**config.mk**
```make
export PLATFORM = sky130hd
export DESIGN_NAME = control_fsm
export DESIGN_NICKNAME = d
export VERILOG_FILES = /design/src/rtl/cpu_pkg.sv /design/src/rtl/main_decoder.sv /design/src/rtl/control_fsm.sv
export SDC_FILE = /design/constraint.sdc
export NUM_CORES = 1
export LEC_CHECK = 0
export ABC_AREA = 1
export CAP_MARGIN = 20
export CORE_MARGIN = 4
export CORE_UTILIZATION = 46
export DETAILED_ROUTE_END_ITERATION = 6
export PLACE_DENSITY = 0.79
export SYNTH_ARGS = -nofsm -noshare
export SYNTH_HDL_FRONTEND = slang
export SYNTH_SLANG_ARGS = --single-unit
export TNS_END_PERCENT = 50
```
**constraint.sdc**
```tcl
create_clock -name Clock -period 2.35 [get_ports Clock]
set_input_delay 0.47 -clock Clock [delete_from_list [all_inputs] [get_ports Clock]]
set_output_delay 0.47 -clock Clock [all_outputs]
set_load 0.01 [all_outputs]
```
**src/rtl/cpu_pkg.sv**
```systemverilog
// Shared opcode, ALUOp and state definitions for the control sequencer.
package cpu_pkg;

    localparam logic [3:0] OP_RTYPE = 4'b0000;
    localparam logic [3:0] OP_SHIFT = 4'b0001;
    localparam logic [3:0] OP_ADDI  = 4'b0010;
    localparam logic [3:0] OP_ANDI  = 4'b0011;
    localparam logic [3:0] OP_ORI   = 4'b0100;
    localparam logic [3:0] OP_LW    = 4'b0101;
    localparam logic [3:0] OP_SW    = 4'b0110;
    localparam logic [3:0] OP_BEQ   = 4'b0111;
    localparam logic [3:0] OP_HALT  = 4'b1111;

    localparam logic [1:0] ALUOP_ADD   = 2'b00;
    localparam logic [1:0] ALUOP_SUB   = 2'b01;
    localparam logic [1:0] ALUOP_RTYPE = 2'b10;
    localparam logic [1:0] ALUOP_IMM   = 2'b11;

    // 2'b11 is unreachable and recovers to ST_EXEC.
    typedef enum logic [1:0] {
        ST_EXEC = 2'b00,
        ST_MEM  = 2'b01,
        ST_HALT = 2'b10
    } state_e;

    typedef struct packed {
        logic       reg_dst;
        logic       branch;
        logic       mem_read;
        logic       mem_write;
        logic       reg_write;
        logic       mem_to_reg;
        logic       alu_src;
        logic       shift;
        logic [1:0] alu_op;
        logic       pc_write;
        logic       illegal;
    } ctrl_t;

endpackage

```
**src/rtl/main_decoder.sv**
```systemverilog
// Combinational opcode-to-strobe decode for the EXEC cycle.
module main_decoder
    import cpu_pkg::*;
#(
    parameter logic [3:0] HALT_OP = 4'b1111
) (
    input  logic [3:0]                opcode_i,
    output logic [$bits(ctrl_t)-1:0]  ctrl_o,
    output logic                      mem_op_o,
    output logic                      halt_o
);

    ctrl_t ctrl;

    always_comb begin
        ctrl     = '0;
        mem_op_o = 1'b0;
        halt_o   = 1'b0;
        if (opcode_i == HALT_OP) begin
            halt_o = 1'b1;
        end else begin
            case (opcode_i)
                OP_RTYPE: begin
                    ctrl.reg_dst   = 1'b1;
                    ctrl.reg_write = 1'b1;
                    ctrl.alu_op    = ALUOP_RTYPE;
                    ctrl.pc_write  = 1'b1;
                end
                OP_SHIFT: begin
                    ctrl.reg_dst   = 1'b1;
                    ctrl.reg_write = 1'b1;
                    ctrl.shift     = 1'b1;
                    ctrl.pc_write  = 1'b1;
                end
                OP_ADDI: begin
                    ctrl.alu_src   = 1'b1;
                    ctrl.reg_write = 1'b1;
                    ctrl.alu_op    = ALUOP_ADD;
                    ctrl.pc_write  = 1'b1;
                end
                OP_ANDI, OP_ORI: begin
                    ctrl.alu_src   = 1'b1;
                    ctrl.reg_write = 1'b1;
                    ctrl.alu_op    = ALUOP_IMM;
                    ctrl.pc_write  = 1'b1;
                end
                // Address setup only; the access happens in the MEM cycle.
                OP_LW, OP_SW: begin
                    ctrl.alu_src = 1'b1;
                    ctrl.alu_op  = ALUOP_ADD;
                    mem_op_o     = 1'b1;
                end
                OP_BEQ: begin
                    ctrl.branch   = 1'b1;
                    ctrl.alu_op   = ALUOP_SUB;
                    ctrl.pc_write = 1'b1;
                end
                default: begin
                    ctrl.illegal  = 1'b1;
                    ctrl.pc_write = 1'b1;
                end
            endcase
        end
    end

    assign ctrl_o = ctrl;

endmodule

```
**src/rtl/control_fsm.sv**
```systemverilog
// Multi-cycle control sequencer: EXEC/MEM/HALT state machine plus retired-instruction counter.
module control_fsm
    import cpu_pkg::*;
#(
    parameter int unsigned CNT_W   = 16,
    parameter logic [3:0]  HALT_OP = 4'b1111
) (
    input  logic             Clock,
    input  logic             Reset,
    input  logic [3:0]       opcode,
    output logic             RegDst,
    output logic             Branch,
    output logic             MemRead,
    output logic             MemWrite,
    output logic             RegWrite,
    output logic             MemToReg,
    output logic             ALUSrc,
    output logic             Shift,
    output logic [1:0]       ALUOp,
    output logic             PCWrite,
    output logic             Halted,
    output logic             IllegalOp,
    output logic [CNT_W-1:0] Retired
);

    state_e                   state_q, state_d;
    logic [CNT_W-1:0]         cnt_q, cnt_d;
    logic [$bits(ctrl_t)-1:0] dec_vec;
    logic                     dec_mem_op, dec_halt;
    ctrl_t                    dec_ctrl, ctrl;
    logic                     halted;

    main_decoder #(
        .HALT_OP (HALT_OP)
    ) u_main_decoder (
        .opcode_i (opcode),
        .ctrl_o   (dec_vec),
        .mem_op_o (dec_mem_op),
        .halt_o   (dec_halt)
    );

    assign dec_ctrl = dec_vec;

    always_ff @(posedge Clock) begin
        if (Reset) begin
            state_q <= ST_EXEC;
            cnt_q   <= '0;
        end else begin
            state_q <= state_d;
            cnt_q   <= cnt_d;
        end
    end

    always_comb begin
        ctrl    = '0;
        halted  = 1'b0;
        state_d = ST_EXEC;
        case (state_q)
            ST_EXEC: begin
                ctrl = dec_ctrl;
                if (dec_halt) begin
                    state_d = ST_HALT;
                end else if (dec_mem_op) begin
                    state_d = ST_MEM;
                end
            end
            // Decode from the live opcode: anything that is not LW is treated as SW.
            ST_MEM: begin
                ctrl.alu_src  = 1'b1;
                ctrl.alu_op   = ALUOP_ADD;
                ctrl.pc_write = 1'b1;
                if (opcode == OP_LW) begin
                    ctrl.mem_read   = 1'b1;
                    ctrl.mem_to_reg = 1'b1;
                    ctrl.reg_write  = 1'b1;
                end else begin
                    ctrl.mem_write = 1'b1;
                end
            end
            ST_HALT: begin
                halted  = 1'b1;
                state_d = ST_HALT;
            end
            default: ;
        endcase
        if (Reset) begin
            ctrl   = '0;
            halted = 1'b0;
        end
        cnt_d = cnt_q + CNT_W'(ctrl.pc_write);
    end

    assign RegDst    = ctrl.reg_dst;
    assign Branch    = ctrl.branch;
    assign MemRead   = ctrl.mem_read;
    assign MemWrite  = ctrl.mem_write;
    assign RegWrite  = ctrl.reg_write;
    assign MemToReg  = ctrl.mem_to_reg;
    assign ALUSrc    = ctrl.alu_src;
    assign Shift     = ctrl.shift;
    assign ALUOp     = ctrl.alu_op;
    assign PCWrite   = ctrl.pc_write;
    assign IllegalOp = ctrl.illegal;
    assign Halted    = halted;
    assign Retired   = Reset ? '0 : cnt_q;

endmodule

```
[After elaboration in Yosys (flattened, before gate mapping)]
Index checks and enable logic that the tools add are counted.
Operators by class
  add/subtract/negate cells: 1
  eq/ne operators: 10
  muxes and demuxes: 29
  reductions and logical operators: 8
Operators with widths (count)
  $mux 1: 18
  $add 16x1->16: 1
  $eq 4x3->1 const B: 4
  $mux 16: 1
  $mux 12: 1
  $pmux 5 s2: 1
  $reduce_or 5->1: 2
  $eq 4x2->1 const B: 2
  $mux 2: 4
  $reduce_or 8->1: 1
  $mux 6: 1
  $pmux 2 s3: 1
  $pmux 3 s2: 1
  $reduce_or 2->1: 3
  $eq 4x1->1 const B: 1
  $eq 4x4->1 const B: 1
  $logic_not 4->1: 1
  $pmux 2 s2: 1
  $eq 2x1->1 const B: 1
  $eq 2x2->1 const B: 1
  $logic_not 2->1: 1
Word-level totals
  flip-flop bits (word level): 18
  input port bits: 6
  output and inout port bits: 29
  word-level logic and storage cells: 50

[Logic depth before layout (Yosys ltp)]
Gate-level depths: netlist (run 1).
  word-level depth: 7
  mapped depth: 14
  mapped depth without buffers: 14

[Cells and area by module]
Synthesis (run 1) repeated with hierarchy kept, for this count alone.
Second synthesis, totals
  cells, all modules: 220
  area, all modules: 1234.9 um2
By module, submodules not included
  control_fsm: times used 1, cells an instance 187, area each 1084.8 um2, sequential area each 360.3 um2
  main_decoder: times used 1, cells an instance 33, area each 150.1 um2, sequential area each 0.0 um2

[Least setup slack after synthesis (run 1)]
No wires, ideal clock.
  kind: input-to-reg
  start point: input opcode[0]
  end point: register cnt_q[14]
  library setup time: 132 ps
  arrival: 1815 ps
  data required time: 2218 ps
  path slack: 402 ps
  stages: 12
  buffers on the path: 0
  path through: nand2_1 > inv_1 > a31oi_1 > nand3_1 > nand2_1 > ha_1 > ha_1 > nand2_1 > nor2_4 > nand3_1 > nand2_1 > a21oi_1
On the way
  cells in the longest elaborated chain, start to end: 7
  elaborated cells on any way between the ends: 9
  classes of those cells: add/sub (1); eq/ne (3); mux (4); reduce/logical (1)
Ends and longest elaborated chain
  start: declaration: line control_fsm.sv:10  | input logic [3:0] opcode,
  $eq 4x3->1: line main_decoder.sv:22  | case (opcode_i)
  $reduce_or 2->1
  $mux 1: line main_decoder.sv:22
  $mux 6 (*): line main_decoder.sv:19  | if (opcode_i == HALT_OP) begin
  $pmux 3 s2 (*): line control_fsm.sv:58  | case (state_q)
  $mux 12 (*): line control_fsm.sv:86  | if (Reset) begin
  net PCWrite: line control_fsm.sv:20  | output logic PCWrite,
  $add 16x1->16 (*): line control_fsm.sv:90  | cnt_d = cnt_q + CNT_W'(ctrl.pc_write);
  end signal: assignment: line control_fsm.sv:50  | cnt_q <= cnt_d;
  end: declaration: line control_fsm.sv:27  | logic [CNT_W-1:0] cnt_q, cnt_d;
The timed path passes the listed nets; every way through them passes the cells marked *.
A chain may end at the register's enable or synchronous reset.

[Final worst setup path (run 1)]
  start point: input Reset
  end point: output Retired[4]
On the way
  cells in the longest elaborated chain, start to end: 1
Ends and longest elaborated chain
  start: declaration: line control_fsm.sv:9  | input logic Reset,
  $mux 16: line control_fsm.sv:105  | assign Retired = Reset ? '0 : cnt_q;
  end: declaration: line control_fsm.sv:23  | output logic [CNT_W-1:0] Retired
No other way between the ends.

==> results.py, run 1 <==
metrics = {
    "routing": {
        "detail-route-antenna-nets": 0,
        "via_per_inst": 5.14,
        "wl_per_cell_um": 12.4,
        "dr.pass1.iters": 4,
        "drc": 0,
        "wl_um": 3180,
        "drtIter0Drc": 56,
        "vias": 1321,
    },
    "pwr": {
        "seq_power_share_pct": 51.1,
        "internal-power_uw": 453,
        "p_switching_uw": 162,
        "combPwrFrac_pct": 17.5,
        "p_clk_share_pct": 31.3,
        "powerDensity_nw_per_um2": 374,
        "ir_worst_vdd_mv": 0.405,
        "switching_share_pct": 26.3,
        "leakage_nw": 0.750,
    },
    "worst_setup_path": {
        "cp.arrival_ns": 1.84,
        "crit_type": "in2out",
        "path_buf_inv": 3,
        "cpPeakStageDelay_ns": 0.55,
        "end_kind": "output port",
        "path_cells": "clkdlybuf4s50_1 > buf_4 > nor2_2 > clkdlybuf4s50_1",
        "worstSetupStartpointType": "input pin",
        "required_ns": 1.88,
        "critPathTopFamily": "buffers and inverters",
        "rr_startpoint": "state_q[1]",
        "rr_endpoint": "cnt_q[15]",
        "slowest_stage": "clkdlybuf4s50_1",
        "cp_common_cell": "clkdlybuf4s50_1",
        "setup.worst_path.start": "Reset",
        "ff2ff_path_depth": 12,
        "r2r_setup_slack_ns": 0.64,
        "critPathMaxFanout": 23,
    },
    "place": {
        "place_ws_ns": -0.282,
        "gp_congestion": 0.827,
        "port_buffers": 34,
        "dp_hpwl_um": 2360,
    },
    "grt": {
        "grt_max_degree": 24,
        "grt_pass1_wl_um": 4950,
        "first_global_vias": 1220,
        "globalRouteOverflowTotal": 0,
        "grt_usage_pct": 18.5,
        "antenna_found_initial": 0,
    },
    "sta": {
        "period_share_pct": 98.5,
        "period_needed_ns": 2.31,
        "grt_setup_unrepaired": "yes",
        "final-max-slew-violation-count": 0,
        "fin_hold_ws_ns": 0.487,
        "fin_skew_ns": 0.00300,
        "setup_violations": 0,
        "max_freq_ghz": 0.432,
        "slew_headroom_pct": 81.1,
        "final_hold_viol_count": 0,
        "worstMarginPinSlew_ns": 0.282,
        "timing.final.ws_setup_ns": 0.0357,
    },
    "final_layout": {
        "syn_to_final_growth_pct": 46.1,
        "n_antenna_cell": 0,
        "drive_gt1_share_pct": 18.8,
        "fin_nets": 238,
        "post-route-util_pct": 72.2,
    },
    "clock_tree": {
        "htree_levels": 1,
        "cts-root-buf": "clkbuf_4",
        "cts_buffers": 3,
        "clk_path_buf_depth": 2,
        "clock_latency_ns": 0.29,
        "cts.sinks": 18,
        "path_clk_slew_ns": 0.10,
        "cts_tree": "built",
    },
    "floorplanning": {
        "rows": 17,
        "die_h_um": 57.5,
        "start_util_pct": 49.4,
        "core_area_um2": 2280,
        "die_x_um": 57.5,
        "dieArea_um2": 3300,
        "io_pins": 35,
    },
    "flow_run": {
        "max_cap_viol_count": 0,
    },
    "worst_hold_path": {
        "hold_end": "cnt_q[14]",
        "min_path_type": "reg2reg",
        "hp-start": "cnt_q[14]",
        "timing.hold.worst_path_depth": 2,
    },
    "yosys": {
        "syn_area_per_cell_um2": 6.18,
        "synthesis.nets": 190,
        "syn_area_um2": 1120,
        "synth_cell_types": 22,
        "yosys_register_bits": 18,
        "netlist_instances": 182,
        "synth-warning-count": 0,
        "ys_seq_area_share_pct": 32.0,
    },
    "outcome": {
        "outcome": "finished, final reports clean",
    },
}
## timing repair
action                                  4_1_cts  5_1_grt
pin swaps                                     0        1
buffers inserted                              0        0
resized for setup                            15       24
endpoints found under the setup margin       12       21
hold buffers                                  0        0
hold endpoints to repair                      0        0
cloned                                        0        1
## metal layers
metal / up-vias / GRT usage, % / wire, um
met3: 10 / 5.20 / 167
met2: 43 / 31.9 / 1610
met1: 600 / 21.2 / 1340
li1: 668 / - / -
met5: - / 0 / 0
met4: 0 / 7.28 / 66
## cells in the mapped netlist
| cell | instances | area, um^2 |
|---|---|---|
| nor2_1 | 46 | 173 |
| inv_1 | 32 | 120 |
| nand2_1 | 27 | 101 |
| dfxtp_1 | 18 | 360 |
| a21oi_1 | 11 | 55.1 |
| nand3_1 | 10 | 50.1 |
| nand4_1 | 5 | 31.3 |
| nor3_1 | 5 | 25.0 |
| o21ai_0 | 5 | 25.0 |
| nand2_2 | 4 | 25.0 |
| nor2_4 | 4 | 45.0 |
| a31oi_1 | 2 | 12.5 |
| clkbuf_1 | 2 | 7.51 |
| ha_1 | 2 | 25.0 |
| nor4_1 | 2 | 12.5 |
| a211oi_1 | 1 | 7.51 |
| buf_2 | 1 | 5.00 |
| buf_4 | 1 | 7.51 |
| nand2_4 | 1 | 11.3 |
| nand3_2 | 1 | 10.0 |
| o21ai_2 | 1 | 8.76 |
| o22ai_1 | 1 | 6.26 |
## worst max path at each step
stage                  to  depth (start not counted)  slack [ns]
2_1_floorplan   cnt_q[14]                         12        0.40
3_3_place_gp     ALUOp[0]                          7       -0.24
3_5_place_dp     ALUOp[1]                          7       -0.28
4_1_cts          MemToReg                          5       -0.12
5_1_grt          RegWrite                          7       -0.04
6_report       Retired[4]                          4        0.04
## through the flow
step | power, mW | cell area, um^2 | TNS, ns | instances
5_1_grt | 0.644 | 1640 | -0.0687 | 257
3_3_place_gp | 0.424 | 1570 | -2.92 | 252
3_5_place_dp | 0.427 | 1570 | -4.63 | 252
6_report | 0.615 | 1640 | 0 | 257
4_1_cts | 0.617 | 1620 | -0.353 | 256
2_1_floorplan | 0.369 | 1120 | 0 | 182
## power groups by stage
stage	registers, mW	logic [mW]	clock network [mW]
finish	0.314	0.108	0.192
detailed placement	0.321	0.106	0
CTS	0.314	0.105	0.198
global placement	0.321	0.103	0
floorplan	0.320	0.0491	0
global route	0.315	0.119	0.210
## worst min-delay path, cell delays in order, from the launching register on
cell	delay [ns]
dfxtp_1	0.34
nand2_1	0.06
a21oi_1	0.05
## placed cells by master (no fill, tap or decap), types with 4 or more instances in the layout
| cell type | netlist | layout |
|---|---|---|
| a21oi_1 | 11 | 11 |
| buf_4 | 1 | 12 |
| clkdlybuf4s50_1 | 0 | 19 |
| dfxtp_1 | 18 | 18 |
| dlygate4sd2_1 | 0 | 5 |
| dlymetal6s2s_1 | 0 | 6 |
| inv_1 | 32 | 30 |
| nand2_1 | 27 | 25 |
| nand2_2 | 4 | 6 |
| nand3_1 | 10 | 9 |
| nand4_1 | 5 | 5 |
| nor2_1 | 46 | 41 |
| nor2_2 | 0 | 5 |
| nor2_4 | 4 | 5 |
| nor3_1 | 5 | 5 |
| o21ai_0 | 5 | 4 |
## logic make-up after synthesis
family | synth area share [%]
simple gates | 43.0
buf+inv | 12.5
compound gates | 10.2
flops | 32.0
fa+ha+maj | 2.22
## area by class of cell
cell class | count | area (um^2)
Tap cell | 28 | 35.0
Inverter | 32 | 120
Clock buffer | 4 | 36.3
Fill cell | 175 | 633
Timing Repair Buffer | 46 | 424
Sequential cell | 18 | 360
Multi-Input combinational cell | 129 | 667
## flip-flops by register name, summed over array words and instances, names as in the netlist
name	flops
state_q	2
cnt_q	16
Note: power is estimated with default switching activity, not from simulation.
==> run 2, diff against run 1 <==
--- a/config.mk
+++ b/config.mk
@@ -8,9 +8,9 @@
 export ABC_AREA = 1
 export CAP_MARGIN = 20
 export CORE_MARGIN = 4
-export CORE_UTILIZATION = 46
+export CORE_UTILIZATION = 49
 export DETAILED_ROUTE_END_ITERATION = 6
-export PLACE_DENSITY = 0.79
+export PLACE_DENSITY = 0.84
 export SYNTH_ARGS = -nofsm -noshare
 export SYNTH_HDL_FRONTEND = slang
 export SYNTH_SLANG_ARGS = --single-unit
==> constraint.sdc (replaced) <==
create_clock -name Clock -period 2.78 [get_ports Clock]
set_input_delay 0.556 -clock Clock [delete_from_list [all_inputs] [get_ports Clock]]
set_output_delay 0.556 -clock Clock [all_outputs]
set_load 0.01 [all_outputs]
==> results.py, run 2 (synthesis gave the netlist of run 1 again) <==
metrics = {
    "routing": {
        "drtIter0Drc": 69,
        "wl_per_cell_um": 12.0,
        "wl_um": 2990,
        "via_per_inst": 5.08,
        "drc": 0,
        "detail-route-antenna-nets": 0,
        "dr.pass1.iters": 5,
        "vias": 1264,
    },
    "worst_setup_path": {
        "crit_type": "in2out",
        "required_ns": 2.22,
        "cpPeakStageDelay_ns": 0.56,
        "cp_common_cell": "clkdlybuf4s50_1",
        "worstSetupStartpointType": "input pin",
        "path_cells": "clkdlybuf4s50_1 > inv_2 > nor2_2 > nand2_1 > nor2_1 > clkdlybuf4s50_1",
        "path_buf_inv": 3,
        "slowest_stage": "clkdlybuf4s50_1",
        "critPathTopFamily": "buffers and inverters",
        "cp.arrival_ns": 2.17,
        "critPathMaxFanout": 5,
        "end_kind": "output port",
    },
    "floorplanning": {
        "die_x_um": 55.9,
        "start_util_pct": 51.3,
        "io_pins": 35,
        "core_area_um2": 2190,
        "dieArea_um2": 3130,
        "die_h_um": 55.9,
        "rows": 17,
    },
    "place": {
        "gp_congestion": 0.775,
        "dpl_cell_area_um2": 1520,
        "dp_hpwl_um": 2200,
        "port_buffers": 34,
    },
    "grt": {
        "grt_pass1_wl_um": 4950,
        "globalRouteOverflowTotal": 0,
        "first_global_vias": 1190,
        "antenna_found_initial": 0,
        "grt_usage_pct": 18.8,
        "grt_max_degree": 24,
    },
    "final_layout": {
        "reg.largest.list": "cnt_q (16), state_q (2)",
        "n_antenna_cell": 0,
        "fill_cells": 180,
        "largest_reg_flops": 16,
        "layout_commonest_cell": "nor2_1",
        "drive_gt1_share_pct": 9.95,
        "fin_area_um2": 1570,
        "syn_to_final_growth_pct": 39.9,
        "regMostFlops": "cnt_q",
        "final_cell_mix": "nor2_1 (45), inv_1 (31), nand2_1 (27), clkdlybuf4s50_1 (24), dfxtp_1 (18)",
        "fin_nets": 230,
    },
    "sta": {
        "slew_headroom_pct": 83.1,
        "period_needed_ns": 2.73,
        "final-max-slew-violation-count": 0,
        "period_share_pct": 98.0,
        "fin_tns_setup_ns": 0,
        "fin_skew_ns": 0.00971,
        "final_hold_viol_count": 0,
        "worstMarginPinSlew_ns": 0.251,
        "setup_violations": 0,
        "max_freq_ghz": 0.367,
        "grt_setup_unrepaired": "no",
    },
    "clock_tree": {
        "clk_path_buf_depth": 2,
        "cts_tree": "built",
        "cts.sinks": 18,
        "postCtsHoldBufs": 0,
        "htree_levels": 1,
        "path_clk_slew_ns": 0.11,
        "clock_latency_ns": 0.29,
        "cts-root-buf": "clkbuf_4",
        "cts_buffers": 3,
    },
    "pwr": {
        "ir_worst_vdd_mv": 0.316,
        "p_total_uw": 510,
        "powerDensity_nw_per_um2": 324,
        "leakage_nw": 0.737,
    },
    "worst_hold_path": {
        "min_path_type": "reg2reg",
    },
    "outcome": {
        "outcome": "finished, final reports clean",
    },
    "flow_run": {
        "max_cap_viol_count": 0,
    },
}
[run 2: changes by cell type in the layout (fill, tap and decap cells not counted), sizes merged]
| cell | change |
|---|---|
| clkbuf | -3 |
| nor2 | -1 |
| clkdlybuf4s15 | -1 |
| buf | -7 |
| dlymetal6s2s | +2 |
| clkdlybuf4s50 | +5 |
| dlygate4sd2 | -3 |
[run 2: power breakdown]
group / internal, mW / switching, mW
clock: 0.0797 / 0.0833
combinational: 0.0351 / 0.0462
sequential: 0.262 / 0.00323
total: 0.377 / 0.133
[run 2: worst paths after layout]
kind / from / endpoint / slack, ns / cells after the start
worst min-delay path: cnt_q[14] / cnt_q[14] / 0.50 / 2
worst min register to register: cnt_q[14] / cnt_q[14] / 0.50 / 2
worst max-delay path: opcode[2] / MemRead / 0.05 / 6
worst max register to register: state_q[1] / cnt_q[14] / 0.91 / 9
[run 2: area by class of cell]
type | count | area (um^2) | share of cell area [%]
clock buffer | 4 | 36.3 | 2.31
inverter | 32 | 120 | 7.63
multi-input combinational | 128 | 627 | 39.8
sequential | 18 | 360 | 22.9
tap | 28 | 35.0 | 2.23
timing repair buffer | 39 | 395 | 25.1
[run 2: stage by stage]
| stage | util [%] | hold slack [ns] | std cells | setup slack [ns] |
|---|---|---|---|---|
| floorplan | - | 0.453 | 182 | 0.746 |
| global placement | 69.3 | 0.462 | 245 | 0.0266 |
| finish | 71.8 | 0.505 | 249 | 0.0549 |
| global route | 71.8 | 0.537 | 249 | 0.000627 |
| CTS | 70.9 | 0.500 | 249 | 0.00856 |
| detailed placement | 69.3 | 0.484 | 245 | -0.0444 |
[run 2: what timing repair did]
action | 4_1_cts | 5_1_grt
setup endpoints to repair | 3 | 9
gates resized for setup | 3 | 9
buffers inserted | 0 | 0
[run 2: tightest hold or removal path, delay by kind of cell (launching register included)]
family	cells	cell delay [ns]
DFF	1	0.34
AOI/OAI and AO/OA	1	0.06
and+or+nand+nor	1	0.07
[run 2: layer usage]
metal  global-route usage, %  wire length [um]
met1                    22.6              1250
met4                    5.42                63
met2                    34.1              1500
met5                       0                 0
met3                    2.78               180
